--- src/rtl/prog_loader.sv ---
// Stream-driven program/data loader: parses header/base/data blocks into IMEM/DMEM
// writes and holds the core in reset until a LAST block has fully landed.
module prog_loader #(
  parameter int unsigned DATA_W  = 32,
  parameter int unsigned IMEM_AW = 10,
  parameter int unsigned DMEM_AW = 10
) (
  input  logic               clk,
  input  logic               rst_n,
  input  logic               start,
  input  logic               s_valid,
  output logic               s_ready,
  input  logic [DATA_W-1:0]  s_data,
  output logic               imem_we,
  output logic [IMEM_AW-1:0] imem_addr,
  output logic [DATA_W-1:0]  imem_wdata,
  output logic               dmem_we,
  output logic [DMEM_AW-1:0] dmem_addr,
  output logic [DATA_W-1:0]  dmem_wdata,
  output logic               core_rst_n,
  output logic               busy,
  output logic               done,
  output logic               err,
  output logic [31:0]        loaded_words
);

  localparam int unsigned AW_MAX = (IMEM_AW > DMEM_AW) ? IMEM_AW : DMEM_AW;
  localparam int unsigned SUM_W  = AW_MAX + 17;

  // S_WRAP holds release of core reset until the final write strobe has been issued.
  typedef enum logic [2:0] {
    S_IDLE,
    S_HDR,
    S_ADDR,
    S_DATA,
    S_WRAP,
    S_DONE,
    S_ERR
  } state_t;

  state_t              state, state_n;
  logic                blk_last;
  logic                blk_tgt;
  logic [15:0]         blk_n;
  logic [15:0]         remain;
  logic [AW_MAX-1:0]   cur_addr;
  logic [AW_MAX-1:0]   base_bits;
  logic [SUM_W-1:0]    base_sum;
  logic [SUM_W-1:0]    limit;
  logic                range_bad;
  logic                accept;
  logic                session_start;

  assign s_ready    = (state == S_HDR) || (state == S_ADDR) || (state == S_DATA);
  assign busy       = s_ready || (state == S_WRAP);
  assign done       = (state == S_DONE);
  assign core_rst_n = (state == S_DONE);
  assign err        = (state == S_ERR);

  assign accept        = s_valid && s_ready;
  assign session_start = start && ((state == S_IDLE) || (state == S_DONE) || (state == S_ERR));

  always_comb begin
    base_bits = '0;
    limit     = '0;
    if (blk_tgt) begin
      base_bits = AW_MAX'(s_data[DMEM_AW-1:0]);
      limit     = SUM_W'(1) << DMEM_AW;
    end else begin
      base_bits = AW_MAX'(s_data[IMEM_AW-1:0]);
      limit     = SUM_W'(1) << IMEM_AW;
    end
    base_sum  = SUM_W'(base_bits) + SUM_W'(blk_n);
    range_bad = (base_sum > limit);
  end

  always_ff @(posedge clk) begin
    if (!rst_n) state <= S_IDLE;
    else        state <= state_n;
  end

  always_comb begin
    state_n = state;
    case (state)
      S_IDLE: if (start) state_n = S_HDR;
      S_HDR:  if (accept) state_n = S_ADDR;
      S_ADDR: begin
        if (accept) begin
          if (range_bad)         state_n = S_ERR;
          else if (blk_n == '0)  state_n = blk_last ? S_DONE : S_HDR;
          else                   state_n = S_DATA;
        end
      end
      S_DATA: if (accept && (remain == 16'd1)) state_n = blk_last ? S_WRAP : S_HDR;
      S_WRAP: state_n = S_DONE;
      S_DONE: if (start) state_n = S_HDR;
      S_ERR:  if (start) state_n = S_HDR;
      default: state_n = S_IDLE;
    endcase
  end

  always_ff @(posedge clk) begin
    if (!rst_n) begin
      blk_last     <= 1'b0;
      blk_tgt      <= 1'b0;
      blk_n        <= '0;
      remain       <= '0;
      cur_addr     <= '0;
      imem_we      <= 1'b0;
      imem_addr    <= '0;
      imem_wdata   <= '0;
      dmem_we      <= 1'b0;
      dmem_addr    <= '0;
      dmem_wdata   <= '0;
      loaded_words <= '0;
    end else begin
      imem_we <= 1'b0;
      dmem_we <= 1'b0;
      if (session_start) loaded_words <= '0;
      if (accept && (state == S_HDR)) begin
        blk_last <= s_data[31];
        blk_tgt  <= s_data[30];
        blk_n    <= s_data[15:0];
      end
      if (accept && (state == S_ADDR)) begin
        cur_addr <= base_bits;
        remain   <= blk_n;
      end
      if (accept && (state == S_DATA)) begin
        if (blk_tgt) begin
          dmem_we    <= 1'b1;
          dmem_addr  <= cur_addr[DMEM_AW-1:0];
          dmem_wdata <= s_data;
        end else begin
          imem_we    <= 1'b1;
          imem_addr  <= cur_addr[IMEM_AW-1:0];
          imem_wdata <= s_data;
        end
        cur_addr     <= cur_addr + 1'b1;
        remain       <= remain - 16'd1;
        loaded_words <= loaded_words + 32'd1;
      end
    end
  end

endmodule

--- config.mk ---
export PLATFORM = sky130hd
export DESIGN_NAME = prog_loader
export DESIGN_NICKNAME = d
export VERILOG_FILES = /design/src/rtl/prog_loader.sv
export SDC_FILE = /design/constraint.sdc
export NUM_CORES = 1
export LEC_CHECK = 0
export BUFFER_PORTS_ARGS = -buffer_cell sky130_fd_sc_hd__buf_2
export CAP_MARGIN = 30
export CORE_ASPECT_RATIO = 2
export CORE_MARGIN = 2
export CORE_UTILIZATION = 50
export CTS_CLUSTER_DIAMETER = 50
export CTS_CLUSTER_SIZE = 40
export DETAILED_ROUTE_END_ITERATION = 6
export PLACE_DENSITY = 0.76
export SYNTH_ARGS = -nofsm -noshare
export SYNTH_HDL_FRONTEND = slang
export SYNTH_SLANG_ARGS = --single-unit
--- constraint.sdc ---
create_clock -name clk -period 2.55 [get_ports clk]
set_input_delay 0.255 -clock clk [delete_from_list [all_inputs] [get_ports clk]]
set_output_delay 0.255 -clock clk [all_outputs]
set_load 0.05 [all_outputs]
==> results.ini <==
[sta]
timing.final.hold_violations = 0
fin_ws_ns = -0.00847
holdWs_ns = 0.0787
fin_skew_ns = 0.00895
tightest_slew_ns = 0.561
drv_slew = 0
setup_violations = 1
fmax_ghz = 0.391
rsz0062_at_grt = yes
min_period_ns = 2.56
fin_crit_sh_pct = 100
worst_slew_margin_rel_pct = 62.3

[synth]
synth_edf_count = 0
ys_seq_area_share_pct = 41.3
async_reset_ff_share_pct = 0
ys_warn_count = 0
ys_ff_latch = 165
syn_inst = 999
synth_area_um2 = 8000
synth_nets = 1050
ys.flop_type = dfxtp_1
syn_avg_cell_area_um2 = 8.01
synth_cell_type_count = 65

[worst_hold_path]
min_path_cells = 3
hp-class = input port to flop
min_to = imem_wdata[22]$_SDFFE_PN0P_
worstHoldStart = s_data[22]

[setup_path]
crit_type = flop to flop
r2r-start = blk_n[0]$_SDFFE_PN0P_
worstSetupEndpointType = flop
cp.required_ns = 2.92
worst-r2r-setup-slack_ns = -0.008
r2r_cells = 9
arrival_ns = 2.93
rr_endpoint = state[0]$_SDFFE_PN0P_
path_max_fanout = 3
startpoint_type = flop

[cells_and_area]
final_common_cell = nand2_1
diodes = 0
drive_gt1_share_pct = 23.4
final_cell_mix = nand2_1, dfxtp_1, buf_2
nFillCells = 1410
syn2layout_area_growth_pct = 24.2
nets = 1220

[route]
drt_wl_total_um = 23700
ant_nets = 0
viasPerCell = 5.66
first_pass_iters = 6
drc = 0
vias = 7831
drt_iter0_drc = 453
wl_per_cell_um = 17.2

[floorplanning]
io_pins = 159
die_h_um = 183
dieArea_um2 = 17100
core_um2 = 15700
rows = 65
die_w_um = 93.5
start_util_pct = 51.0

[cts]
numCtsBuffers = 17
path_clk_slew_ns = 0.07
cts.sinks = 165
cts.htree.levels = 4
cts_tree = done
clk_latency_ns = 0.43
clockBufferDepth = 2
root_buffer = clkbuf_16
postCtsHoldBufs = 0

[global_routing]
grt_max_degree = 83
grt_pass1_vias = 7554
grt_antenna_before_repair = 0
overflow = 0
grt_pass1_wl_um = 37800
grt_usage_pct = 28.0

[pwr]
p_leak_nw = 4.16
p_per_area_nw_per_um2 = 754
vdd_drop_max_uv = 640
power_w = 0.00749

[placed_design]
dp_hpwl_um = 17300
dp_worst_setup_slack_ns = -0.147
io_buffers = 158
gp_congestion = 0.944

[run]
cap_viol_max_count = 0

[status]
violations = negative setup slack
status = complete, but fails checks

[kinds of logic (layout without fill, tap and decap cells)]
family,after synthesis,after routing,synth area share [%]
AOI/OAI and AO/OA,261,261,23.1
xor gates and xnor gates,11,11,1.20
adders and majority gates,16,16,2.56
buffers and inverters,85,268,4.53
DFF,165,165,41.3
muxes,16,16,2.06
and+or+nand+nor,445,445,25.3
[registers in the layout, indices dropped and copies added (netlist names)]
register	count
dmem_wdata	32
dmem_addr	10
imem_addr	10
loaded_words	32
blk_n	16
imem_we	1
dmem_we	1
cur_addr	10
imem_wdata	32
blk_tgt	1
state	3
blk_last	1
remain	16
[routing by layer]
| layer | up-vias | wire, um | global-route usage [%] |
|---|---|---|---|
| li1 | 3795 | - | - |
| met1 | 3690 | 8560 | 28.6 |
| met2 | 260 | 12800 | 51.9 |
| met3 | 86 | 1190 | 5.88 |
| met4 | 0 | 1150 | 15.1 |
| met5 | - | 0 | 0 |
[synthesized netlist by cell type (9+ instances only)]
library cell / n / area share, %
a21boi_0: 113 / 11
a21oi_1: 26 / 1.6
and2_1: 29 / 2.3
and3_1: 16 / 1.3
clkbuf_1: 55 / 2.6
dfxtp_1: 165 / 41
ha_1: 14 / 2.2
inv_1: 16 / 0.75
mux2i_1: 12 / 1.5
nand2_1: 262 / 12
nand3_1: 29 / 1.8
nand4_1: 9 / 0.70
nor2_1: 35 / 1.6
nor2b_1: 17 / 1.3
nor3_1: 14 / 0.88
nor4_1: 9 / 0.70
o211ai_1: 10 / 0.94
o21ai_0: 42 / 2.6
[cell type report]
class | count | area, um^2 | share of cell area [%]
Clock buffer | 18 | 439 | 4.42
Tap cell | 201 | 251 | 2.53
Clock inverter | 14 | 218 | 2.19
Multi-Input combinational cell | 749 | 4380 | 44.1
Timing Repair Buffer | 219 | 1280 | 12.9
Sequential cell | 165 | 3310 | 33.3
Inverter | 17 | 63.8 | 0.642
[worst max-delay path, cell delays in order (launching register included)]
cell	delay, ns
dfxtp_2	0.33
ha_4	0.17
fa_2	0.37
a21o_1	0.19
a21oi_2	0.13
xnor2_1	0.07
or3_1	0.35
or4_4	0.44
a211oi_2	0.27
o311a_1	0.18
[how the worst max path moves through the flow]
stage | startpoint | cells past startpoint | endpoint
finish | blk_n[0]$_SDFFE_PN0P_ | 9 | state[0]$_SDFFE_PN0P_
global route | blk_n[0]$_SDFFE_PN0P_ | 9 | state[0]$_SDFFE_PN0P_
CTS | blk_n[0]$_SDFFE_PN0P_ | 8 | state[0]$_SDFFE_PN0P_
detailed placement | s_data[0] | 10 | state[2]$_SDFFE_PN0P_
global placement | s_data[0] | 10 | state[0]$_SDFFE_PN0P_
floorplan | blk_n[1]$_SDFFE_PN0P_ | 8 | state[0]$_SDFFE_PN0P_
[report_power, final]
group	switching (W)	internal [W]	leakage, nW	total, W
combinational	0.00112	0.000678	2.51	0.00180
sequential	0.000135	0.00268	1.33	0.00282
clock	0.00116	0.00170	0.320	0.00287
[what timing repair did]
action,4_1_cts,5_1_grt
gates resized for setup,3,5
setup buffers,1,0
pin swaps,5,9
endpoints found under the setup margin,3,3
[metrics by stage]
stage               utilization [%]  std cells  area, um^2  setup TNS [ns]
global placement               58.9       1350        9250          -0.316
CTS                            63.3       1383        9930         -0.0390
floorplan                         -        999        8020               0
detailed placement             58.9       1350        9250          -0.354
global route                   63.3       1383        9940          -0.199
finish                         63.3       1383        9940        -0.00847
Note: power is estimated with default switching activity, not from simulation.
